`src/rtl/valu_issue_ctrl.sv`:
```
// valu_issue_ctrl: issues one vector op at a time to the ALU, holds operands for the
// op latency, then hands the captured result to writeback over valid/ready.
module valu_issue_ctrl #(
    parameter int DATA_WIDTH    = 8,
    parameter int LANES         = 6,
    parameter int SELECTOR_SIZE = 3,
    parameter int DEST_WIDTH    = 4,
    parameter int MUL_LATENCY   = 2,
    parameter int DIV_LATENCY   = 4
) (
    input  logic                          clk,
    input  logic                          rst_n,
    input  logic                          flush,
    input  logic                          in_valid,
    output logic                          in_ready,
    input  logic [SELECTOR_SIZE-1:0]      in_op,
    input  logic [DEST_WIDTH-1:0]         in_dest,
    input  logic [DATA_WIDTH*LANES-1:0]   in_operand1,
    input  logic [DATA_WIDTH*LANES-1:0]   in_operand2,
    output logic [SELECTOR_SIZE-1:0]      alu_selector,
    output logic [DATA_WIDTH*LANES-1:0]   alu_operand1,
    output logic [DATA_WIDTH*LANES-1:0]   alu_operand2,
    input  logic [DATA_WIDTH*LANES-1:0]   alu_result,
    output logic                          out_valid,
    input  logic                          out_ready,
    output logic [DATA_WIDTH*LANES-1:0]   out_data,
    output logic [DEST_WIDTH-1:0]         out_dest,
    output logic                          busy,
    output logic [15:0]                   op_count
);
    localparam int MAXL = DIV_LATENCY > MUL_LATENCY ? DIV_LATENCY : MUL_LATENCY;
    localparam int CW   = MAXL > 1 ? $clog2(MAXL) : 1;

    typedef enum logic [1:0] {IDLE, EXEC, DONE} state_t;

    state_t                  state, state_next;
    logic [CW-1:0]           cnt, lat_m1;
    logic [DEST_WIDTH-1:0]   tag;
    logic                    accept;

    assign in_ready = !flush && (state == IDLE || (state == DONE && out_ready));
    assign accept   = in_valid && in_ready;
    assign busy     = state != IDLE;
    assign lat_m1   = in_op == SELECTOR_SIZE'(2) ? CW'(DIV_LATENCY - 1) :
                      (in_op == SELECTOR_SIZE'(3) || in_op == SELECTOR_SIZE'(4)) ? CW'(MUL_LATENCY - 1) : '0;

    always_comb begin
        state_next = flush ? IDLE :
                     accept ? EXEC :
                     (state == EXEC && cnt == '0) ? DONE :
                     (state == DONE && out_ready) ? IDLE : state;
    end

    always_ff @(posedge clk or negedge rst_n) begin
        if (!rst_n) state <= IDLE;
        else        state <= state_next;
    end

    always_ff @(posedge clk or negedge rst_n) begin
        if (!rst_n) begin
            alu_selector <= '0;
            alu_operand1 <= '0;
            alu_operand2 <= '0;
            tag          <= '0;
            cnt          <= '0;
            out_data     <= '0;
            out_dest     <= '0;
            out_valid    <= 1'b0;
            op_count     <= '0;
        end else if (flush) begin
            out_valid <= 1'b0;
            cnt       <= '0;
        end else begin
            // accept only happens in IDLE/DONE, so it never collides with the EXEC countdown
            if (accept) begin
                alu_selector <= in_op;
                alu_operand1 <= in_operand1;
                alu_operand2 <= in_operand2;
                tag          <= in_dest;
                cnt          <= lat_m1;
            end else if (state == EXEC) begin
                if (cnt != '0) begin
                    cnt <= cnt - CW'(1);
                end else begin
                    out_data  <= alu_result;
                    out_dest  <= tag;
                    out_valid <= 1'b1;
                end
            end
            if (state == DONE && out_ready) begin
                op_count  <= op_count + 16'd1;
                out_valid <= 1'b0;
            end
        end
    end
endmodule

```
`config.mk`:
```
export PLATFORM = sky130hd
export DESIGN_NAME = valu_issue_ctrl
export DESIGN_NICKNAME = d
export VERILOG_FILES = /design/src/rtl/valu_issue_ctrl.sv
export SDC_FILE = /design/constraint.sdc
export NUM_CORES = 1
export LEC_CHECK = 0
export BUFFER_PORTS_ARGS = -buffer_cell sky130_fd_sc_hd__buf_2
export CAP_MARGIN = 0
export CORE_AREA = 2 2 125 127
export DETAILED_ROUTE_END_ITERATION = 7
export DIE_AREA = 0 0 127 129
export PLACE_DENSITY = 0.89
export RECOVER_POWER = 50
export SYNTH_ARGS = -nofsm -noshare
export SYNTH_HDL_FRONTEND = slang
export SYNTH_SLANG_ARGS = --single-unit
```
`constraint.sdc`:
```
create_clock -name clk -period 1.9 [get_ports clk]
set_input_delay 0.285 -clock clk [delete_from_list [all_inputs] [get_ports clk]]
set_output_delay 0.285 -clock clk [all_outputs]
set_load 0.02 [all_outputs]
```
# [Word-level counts from Yosys, hierarchy flattened]
# Cells that the tools add are included.
[totals] regBits=176 latch_bits=0 ramBits=0 romBits=0 input_bits=156 out_inout_bits=170 elab_cells=57 memories=0
[op_classes] n_addsub=2 n_mul=0 n_div=0 n_lt_le_gt_ge=0 n_eq_ne=7 shifts=0 mux=15 bitwise=3 n_reduce_logical=20
[ops] op="$mux 2" count=9
[ops] op="$add 16x1->16 const B" count=1
[ops] op="$reduce_bool 3->1" count=3
[ops] op="$eq 3x2->1 const B" count=2
[ops] op="$mux 1" count=6
[ops] op="$reduce_and 2->1" count=3
[ops] op="$logic_and 1x1->1" count=4
[ops] op="$logic_not 2->1" count=2
[ops] op="$reduce_and 4->1" count=1
[ops] op="$reduce_bool 2->1" count=2
[ops] op="$reduce_bool 4->1" count=1
[ops] op="$eq 3x3->1 const B" count=1
[ops] op="$ne 3x2->1 const B" count=1
[ops] op="$ne 3x3->1 const B" count=1
[ops] op="$not 1->1" count=3
[ops] op="$reduce_and 3->1" count=1
[ops] op="$eq 2x1->1 const B" count=1
[ops] op="$eq 2x2->1 const B" count=1
[ops] op="$logic_or 1x1->1" count=2
[ops] op="$sub 2x1->2 const B" count=1
[ops] op="$logic_not 1->1" count=1

# [Logic depth before layout (Yosys ltp)]
# Gate-level depths: netlist of run 1.
[depth] word_depth=8 depth_mapped=7 mapped_depth_nobuf=6

# [Worst setup path after synthesis of run 1]
# Ideal clock, no wire load.
[synth_timing] kind="reg-to-reg" start="reg cnt[0]" end="reg out_data[0]" setup_time_ns=0.125 arrival_ns=1.515 t_required_ns=1.775 slack_ns=0.260 path_stages_with_launch=6 path_buffers=1 synth_period_minus_slack_ns=1.640 path_cell_list="dfrtp_1 > inv_1 > ha_1 > nor3b_4 > buf_6 > mux2_2"
[synth_between] elab_chain_len=3
[synth_rtl] item="from (decl)" line_no="37" rtl="logic [CW-1:0] cnt, lat_m1;"
[synth_rtl] item="from (signal assigned)" line_no="80" rtl="cnt <= lat_m1;"
[synth_rtl] item="from (signal assigned)" line_no="83" rtl="cnt <= cnt - CW'(1);"
[synth_rtl] item="$reduce_bool 2->1" line_no="82" rtl="if (cnt != '0) begin"
[synth_rtl] item="$not 1->1 (no source line)"
[synth_rtl] item="$reduce_and 4->1 (no source line)"
[synth_rtl] item="to (signal assigned)" line_no="85" rtl="out_data <= alu_result;"
[synth_rtl] item="to (decl)" line_no="26" rtl="output logic [DATA_WIDTH*LANES-1:0] out_data,"
# No other way between the ends.
# A chain may end at the register's enable or synchronous reset.

# [Worst setup path after layout of run 1]
# Ends and elaborated chain as after synthesis.

==> results of run 1 <==
==> state kept, by name, summed over array words and instances, names as in the netlist <==
name	count
out_dest	4
alu_operand2	48
out_valid	1
alu_operand1	48
state	2
tag	4
cnt	2
out_data	48
alu_selector	3
op_count	16
==> metal layers <==
metal,track usage [%],routed length (um)
met1,21.7,6140
met3,6.94,1360
met2,35.4,8560
met5,0,0
met4,7.76,280
==> synth_stat cells (all sizes together) <==
| library cell | number |
|---|---|
| inv | 2 |
| nor2b | 1 |
| mux2i | 1 |
| ha | 2 |
| or3b | 1 |
| nand4 | 6 |
| nand2b | 3 |
| mux2 | 157 |
| and2b | 1 |
| nand2 | 6 |
| o21ai | 1 |
| nor3b | 1 |
| and3 | 2 |
| nor2 | 8 |
| a22oi | 1 |
| and2 | 1 |
| dfrtp | 176 |
| a221oi | 1 |
| or2 | 1 |
| xor2 | 1 |
| and4 | 2 |
| a221o | 1 |
| buf | 20 |
| o31ai | 1 |
| a21oi | 2 |
| nand3 | 7 |
| xnor2 | 14 |
| nor3 | 2 |
| and4bb | 1 |
==> cells in the final DEF (no fill, tap or decap), types with 2 or more instances in the layout <==
cell type and count:
dfrtp_1 176, clkbuf_1 82, ha_1 2, buf_2 242, inv_8 3, nand2_1 6
clkbuf_16 17, inv_1 2, a21oi_1 2, xnor2_1 14, buf_6 2, nor2_1 7
nor3_1 2, buf_12 8, mux2_2 156, nand3_1 6, and3_1 2, nand4_1 6
inv_6 6, and4_1 2, buf_4 7, clkinv_4 2
==> final timing paths <==
kind | from | end | cells after the start
setup reg to reg | cnt[0] | out_data[0] | 5
hold / removal | in_operand2[39] | alu_operand2[39] | 2
hold reg to reg | op_count[15] | op_count[15] | 1
setup / recovery | cnt[0] | out_data[0] | 5
max in group asynchronous | rst_n | out_data[30] | 3
min in group asynchronous | rst_n | alu_operand1[10] | 2
==> cell type report <==
type	instances	area, um^2
Multi-Input combinational cell	225	2260
Inverter	2	7.51
Clock inverter	15	163
Clock buffer	17	425
Fill cell	1196	5710
Tap cell	188	235
Timing Repair Buffer	343	1770
Sequential cell	176	4400
==> logic make-up (layout without fill, tap and decap cells) <==
logic type,Yosys count,in the layout,share of synthesized area [%]
xor gates and xnor gates,15,15,1.93
and+or+nand+nor,43,43,3.98
muxes,158,158,26.1
AOI/OAI and AO/OA,7,7,0.807
DFF,176,176,64.6
adders and majority gates,2,2,0.367
buffers and inverters,22,377,2.31
==> report_power, final <==
group | internal (mW) | switching, mW | leakage, nW
clock network | 1.87 | 1.60 | 0.288
logic | 1.86 | 2.71 | 2.02
registers | 4.98 | 0.664 | 2.12
total | 8.70 | 4.98 | 4.43
==> critical path, stage by stage, from the launching register on <==
cell and delay (ns):
dfrtp_1 0.39, inv_1 0.07, ha_1 0.22, nor3b_4 0.27, buf_12 0.28, mux2_2 0.37
==> what timing repair did <==
| action | 4_1_cts | 5_1_grt |
|---|---|---|
| buffers inserted | 0 | 0 |
| endpoints found under the hold margin | 39 | 0 |
| hold buffers | 1 | 0 |
==> flow_summary.ini, run 1 <==
[die]
io_pins = 326
num_rows = 45
start_util_pct = 45.6
die-height_um = 129
core-area_mm2 = 0.0150
die_area_mm2 = 0.0164
die_w_um = 127

[drt]
first_pass_iters = 4
drc = 0
vias = 4732
drtAntennaViolNets = 0
wirelength_um = 16300
wire_per_inst_um = 16.9
viasPerCell = 4.90
drt-initial-drc-count = 159

[final_layout]
nets = 923
syn_to_final_growth_pct = 35.9
finalCoreUtilization_pct = 61.9
fin_area_mm2 = 0.00927
insertedDiodeCount = 0
drive_gt1_share_pct = 58.6
finalNonFillerCells = 966

[cts]
clk_path_buf_depth = 2
cts_tree = done
ctsResizeCount = 0
cts-buffers-inserted = 17
htree_num_levels = 4
clk_latency_ns = 0.43
clock-sinks = 176
cts_root_buf = clkbuf_16
cts.reportedPaths.clkPinSlew_ns = 0.07

[sta]
max_freq_ghz = 0.576
rsz0062_at_grt = false
hold_violations = 0
tns_ns = 0
post-route-period-util_pct = 91.4
drv_slew = 0
fin_skew_ns = 0.0116
maxSlewHeadroom_pct = 19.8
holdWs_ns = 0.0858
worstMarginPinSlew_ns = 1.20
finalSetupViolCount = 0
finalWorstSetupSlack_ns = 0.163
final_period_minus_worst_setup_slack_ns = 1.74

[grt]
grt-ovfl-total = 0
grt_pass1_vias = 4946
grt_usage_pct = 19.8
grt_pass1_wl_um = 24900
grt_antenna_before_repair = 0
grt_max_degree = 47

[synth]
syn_area_mm2 = 0.00682
yosys-top-cells-area = dfrtp_1 (65%), mux2_2 (26%), xnor2_1 (1.8%), buf_6 (0.99%), buf_2 (0.66%)
synth_warnings = 0
synth.avg_cell_area_um2 = 16.1
synth_top_area_share_pct = 64.6
yosys.area.top_type = dfrtp_1
syn_nets = 581
synth_seq_area_share_pct = 64.6
ys_types = 36
synthCells = 423
synth-seq-cells = 176

[setup_path]
critPathArrivalTime_ns = 2.04
endpoint_kind = flip-flop
cp_max_fo = 46
regToRegSetupSlack_ns = 0.16
worstSetupPathType = reg -> reg
cp-start-kind = flip-flop
cp.required_ns = 2.20

[hold_path]
hold_class = in -> reg

[job]
maxCapViolCount = 0

[run_status]
outcome = finished clean

[placed_design]
gp_congestion = 0.783
io_buffers = 325
place_inst = 933
dp_hpwl_um = 12400
dp_slack_ns = 0.174
placed_cell_area_mm2 = 0.00880

[pwr]
total_power_mw = 13.7
ir_drop_mv = 0.730
power_leakage_nw = 4.43
power_density_mw_per_mm2 = 1480
Note: power is estimated with default switching activity, not from simulation.
==> inputs of run 2 (changes only) <==
- SKIP_LAST_GASP: unset -> 1
- clock period: 1.9 -> 1.66 ns (I/O delays scaled with it)
==> run 2 against run 1 <==
- via count rose by 0.97%
- sequential power rose by 14%
- clock power increased by 12%
- non-clock buffer count increased by 9
- sequential cell count is the same
- hold slack worse by 0.030 ns
- utilization rose by 1.8 points
- final cell count up 0.83%
- critical path depth rose by 1
- die area unchanged
- sequential share of layout area down 1.3 points
- final area rose by 3.0%
- largest power group unchanged
- highest routed layer unchanged
==> flow_summary.ini, run 2 (synthesis gave the netlist of run 1 again) <==
[cts]
htree_num_levels = 4
cts.reportedPaths.clkPinSlew_ns = 0.07
cts_tree = done
cts_root_buf = clkbuf_16
cts-buffers-inserted = 17
clk_path_buf_depth = 2
clock-sinks = 176
clk_latency_ns = 0.42

[die]
die-height_um = 129
start_util_pct = 45.6
die_area_mm2 = 0.0164
io_pins = 326
num_rows = 45
core-area_mm2 = 0.0150
die_w_um = 127

[hold_path]
hold_class = in -> reg

[sta]
worstMarginPinSlew_ns = 1.12
finalWorstSetupSlack_ns = 0.0299
fin_skew_ns = 0.00834
maxSlewHeadroom_pct = 25.3
rsz0062_at_grt = true
final_period_minus_worst_setup_slack_ns = 1.63
drv_slew = 0
finalSetupViolCount = 0
hold_violations = 0
post-route-period-util_pct = 98.2
holdWs_ns = 0.0555
max_freq_ghz = 0.613

[grt]
grt_pass1_wl_um = 25200
grt-ovfl-total = 0
busiest_layer = met2
grt_pass1_vias = 4940
grt_usage_pct = 19.8
grt_antenna_before_repair = 1
grt_max_degree = 55
use_met1_pct = 23.1
use_met3_pct = 6.82
grt_util_met2_pct = 34.9

[placed_design]
dp_slack_ns = 0.0165
dp_hpwl_um = 12200
gp_congestion = 0.789
io_buffers = 325

[pwr]
power_leakage_nw = 4.74
power_density_mw_per_mm2 = 1680
ir_drop_mv = 0.797
total_power_mw = 16.0

[job]
maxCapViolCount = 0

[final_layout]
num-fill-cells = 1129
syn_to_final_growth_pct = 39.9
layout_commonest_cell = buf_2
drive_gt1_share_pct = 69.9
top_regs = alu_operand1 x48, alu_operand2 x48, out_data x48
nets = 932
layout_common_cells = buf_2 (323), dfrtp_1 (174), mux2_2 (138)

[run_status]
outcome = finished clean

[drt]
drt-initial-drc-count = 175
viasPerCell = 4.91
wirelength_um = 17100
drc = 0
vias = 4778
drtAntennaViolNets = 0
wire_per_inst_um = 17.6
first_pass_iters = 4

[setup_path]
cp_max_fo = 7
endpoint_kind = flip-flop
cp-start-kind = flip-flop
worstSetupPathType = reg -> reg
critPathArrivalTime_ns = 1.93
cp.required_ns = 1.96
-- run 2: cell count changes in the layout (fill, tap and decap cells not counted), sizes merged --
| cell | delta |
|---|---|
| clkbuf | -74 |
| diode | +1 |
| clkinv | -2 |
| bufinv | +1 |
| clkinvlp | +3 |
| buf | +84 |
| inv | -5 |
-- run 2: repair_timing --
item,CTS,global route
hold buffers,1,0
endpoints found under the hold margin,33,0
pin swaps,0,0
buffers inserted,1,2
gates cloned,0,6
gates resized for setup,4,30
endpoints found under the setup margin,2,61
-- run 2: layer usage --
metal  share of wire (%)  vias up  routed length, um
met5                   0        -                  0
met4                 1.3        0                226
met3                 7.7       18               1320
met2                  53      210               9050
met1                  38     2354               6550
li1                    -     2196                  -
-- run 2: stage by stage --
stage | TNS (ns) | instances | cell area, um^2 | util (%)
after floorplan | 0 | 423 | 6820 | -
after global placement | 0 | 933 | 8760 | 58.5
after detailed placement | 0 | 933 | 8760 | 58.5
after CTS | -0.0120 | 965 | 9350 | 62.5
after global routing | -0.675 | 973 | 9540 | 63.7
final | 0 | 974 | 9540 | 63.7
-- run 2: final timing paths --
kind,from,slack (ns),depth (start not counted),endpoint
min reg2reg,op_count[15],0.49,1,op_count[15]
min,in_operand2[5],0.06,2,alu_operand2[5]
min in group asynchronous,rst_n,0.58,2,alu_operand1[8]
max reg2reg,cnt[1],0.03,6,out_data[3]
max in group asynchronous,rst_n,0.22,3,out_dest[1]
max,cnt[1],0.03,6,out_data[3]
-- run 2: cell type report --
class                           count  area (um^2)  area share, %
Sequential cell                   176         4410           46.2
Multi-Input combinational cell    225         2340           24.5
Timing Repair Buffer              352         1980           20.8
Clock buffer                       18          429           4.50
Tap cell                          188          235           2.46
Clock inverter                     12          135           1.42
Inverter                            2         7.51         0.0787
Antenna cell                        1         2.50         0.0262
-- run 2: power by group --
part / leakage (nW) / internal (mW) / switching (mW)
sequential: 2.12 / 5.70 / 0.749
combinational: 2.36 / 2.52 / 3.19
clock: 0.265 / 2.21 / 1.67
total: 4.74 / 10.4 / 5.61
-- run 2: worst max-delay path, cell delays in order, from the launching register on --
cell       delay, ns
dfrtp_1         0.38
inv_1           0.06
ha_2            0.17
nor3b_4         0.22
buf_6           0.17
clkbuf_16       0.18
mux2_2          0.33
==> inputs of run 3 (changes only) <==
- ABC_AREA: unset -> 1
- CORE_AREA: 2 2 125 127 -> unset
- CORE_UTILIZATION: unset -> 47
- DIE_AREA: 0 0 127 129 -> unset
- PLACE_DENSITY: 0.89 -> 0.9
==> run 3 against run 2 <==
- combinational power down 4%
- sequential cell count unchanged
- final area rose by 2.3%
- critical path depth decreased by 2
- sequential share of layout area shrank 1.1 points
- synthesized cell count increased by 96%
- clock-buffer cell count up 3
- total power up 0.44%
- global-route usage is 6.1 points higher
- final cell count up 37%
- critical path type is now reg -> out
- critical endpoint is now in_ready
- largest cell class unchanged
==> flow_summary.ini, run 3 <==
[run_status]
outcome = finished clean

[pwr]
p_sw_mw = 6.13
power_leakage_nw = 5.64
power_density_mw_per_mm2 = 1650
ir_drop_mv = 0.776
comb_power_share_pct = 34.2
total_power_mw = 16.1
internal-power_mw = 9.98
clkPwrFrac_pct = 25.8
sw_frac_of_total_pct = 38.0
p_seq_share_pct = 40.0

[cts]
clock-sinks = 176
cts-buffers-inserted = 17
htree_num_levels = 4
cts_tree = done
cts.reportedPaths.clkPinSlew_ns = 0.07
clk_latency_ns = 0.42
cts_root_buf = clkbuf_16
clk_path_buf_depth = 2

[drt]
drc = 0
drtAntennaViolNets = 0
first_pass_iters = 5
wire_per_inst_um = 15.0
viasPerCell = 5.03
drt-initial-drc-count = 459
wirelength_um = 20000
vias = 6729

[final_layout]
finalCoreUtilization_pct = 66.2
layout_commonest_cell = nand2_1
insertedDiodeCount = 0
finalNonFillerCells = 1338
nets = 1299
num-fill-cells = 1160
top_regs = alu_operand1 x48, alu_operand2 x48, out_data x48
drive_gt1_share_pct = 33.7
layout_common_cells = nand2_1 (360), buf_2 (323), dfrtp_1 (175)
fin_area_mm2 = 0.00977
syn_to_final_growth_pct = 35.3

[setup_path]
critPathArrivalTime_ns = 1.34
cp-start-kind = flip-flop
critPathTopFamily = flip-flops
cp_max_fo = 6
cp_num_buf_inv = 2
cp.depth = 4
r2r_cells = 5
max_stage_delay_ns = 0.45
crit_path_start = state[1]
path_cells = inv_2 > o21ai_2 > nor2_4 > buf_4
crit_slowest_cell = dfrtp_2
cp.required_ns = 1.41
endpoint_kind = primary output
worstSetupPathType = reg -> out
r2r-start = state[1]

[sta]
holdWs_ns = 0.0514
rsz0062_at_grt = true
finalWorstSetupSlack_ns = 0.0692
fin_skew_ns = 0.00620
tns_ns = 0
worstMarginPinSlew_ns = 0.736
final_period_minus_worst_setup_slack_ns = 1.59
finalSetupViolCount = 0
post-route-period-util_pct = 95.8
max_freq_ghz = 0.629
maxSlewHeadroom_pct = 50.9
drv_slew = 0
hold_violations = 0

[die]
io_pins = 326
die-height_um = 126
num_rows = 44
start_util_pct = 48.9
die_w_um = 126
die_area_mm2 = 0.0159
core-area_mm2 = 0.0148

[synth]
ys_types = 22
synth_top_area_share_pct = 61.0
syn_area_mm2 = 0.00722
synth_common_cells = nand2_1 (361), dfrtp_1 (176), nand3_1 (165)
yosys-top-cells-area = dfrtp_1 (61%), nand2_1 (19%), nand3_1 (11%), buf_2 (1.9%), nor2_1 (0.94%)
synth_edf_count = 0
synth_seq_area_share_pct = 61.0
async_flop_share_pct = 100
synth_warnings = 0
yosys.area.top_type = dfrtp_1
ys.flop_type = dfrtp_1
syn_nets = 985
synth.avg_cell_area_um2 = 8.73
synth-seq-cells = 176
yosysMostFrequentCell = nand2_1
synthCells = 827

[grt]
grt-ovfl-total = 0
grt_max_degree = 56
grt_antenna_before_repair = 0
grt_pass1_wl_um = 32300
grt_pass1_vias = 6604
grt_usage_pct = 25.9

[hold_path]
hold_class = in -> reg
holdCritStartpoint = in_operand2[4]
holdPathStages = 3

[placed_design]
dp_hpwl_um = 14200
gp_congestion = 0.831
place_inst = 1304
placed_cell_area_mm2 = 0.00913
dp_slack_ns = 0.122
io_buffers = 325

[job]
maxCapViolCount = 0
run 3: area by class of cell:
type | instances | area (um^2) | area share [%]
clock inverters | 11 | 154 | 1.58
repair buffers | 347 | 1900 | 19.5
flip-flops and latches | 176 | 4410 | 45.1
multi-input cells | 579 | 2530 | 25.9
well taps | 184 | 230 | 2.36
inverters | 20 | 77.6 | 0.794
clock buffers | 21 | 470 | 4.82
run 3: per-layer routing:
| metal | wire length, um | part of all wire, % | vias up | global-route usage [%] |
|---|---|---|---|---|
| li1 | - | - | 3264 | - |
| met1 | 8010 | 40 | 3150 | 30.7 |
| met2 | 10200 | 51 | 272 | 44.9 |
| met3 | 1280 | 6.4 | 43 | 6.24 |
| met4 | 562 | 2.8 | 0 | 11.1 |
| met5 | 0 | 0 | - | 0 |
run 3: worst paths after layout:
check,endpoint,slack [ns]
min in group asynchronous,op_count[11],0.43
max reg2reg,alu_operand2[32],0.12
min reg2reg,out_data[1],0.47
max,in_ready,0.07
min,alu_operand2[4],0.05
max in group asynchronous,alu_operand2[14],0.25
run 3: cells by family after synthesis:
family | synth area share, %
DFF | 61.0
AOI/OAI and AO/OA | 0.936
adders and majority gates | 0.347
buffers and inverters | 4.31
and+or+nand+nor | 32.2
xor gates and xnor gates | 1.21
run 3: repair_timing:
action                                 in CTS  in global routing
setup endpoints to repair                   1                 39
endpoints found under the hold margin      22                  0
pin swaps                                   1                  0
setup buffers                               1                  0
resized for setup                           3                  2
hold buffers                                1                  0
run 3: worst reg2reg max path, delay by kind of cell (launching register included):
family | cells | cell delay, ns
AOI/OAI and AO/OA | 1 | 0.35
and+or+nand+nor | 3 | 0.38
buffers and inverters | 1 | 0.23
DFF | 1 | 0.47
run 3: power groups by stage:
stage	combinational [mW]	clock [mW]	sequential (mW)
floorplan	1.58	0	8.13
global placement	5.36	0	6.43
detailed placement	5.53	0	6.46
CTS	5.55	4.23	6.44
global route	5.99	4.39	6.60
finish	5.51	4.15	6.45
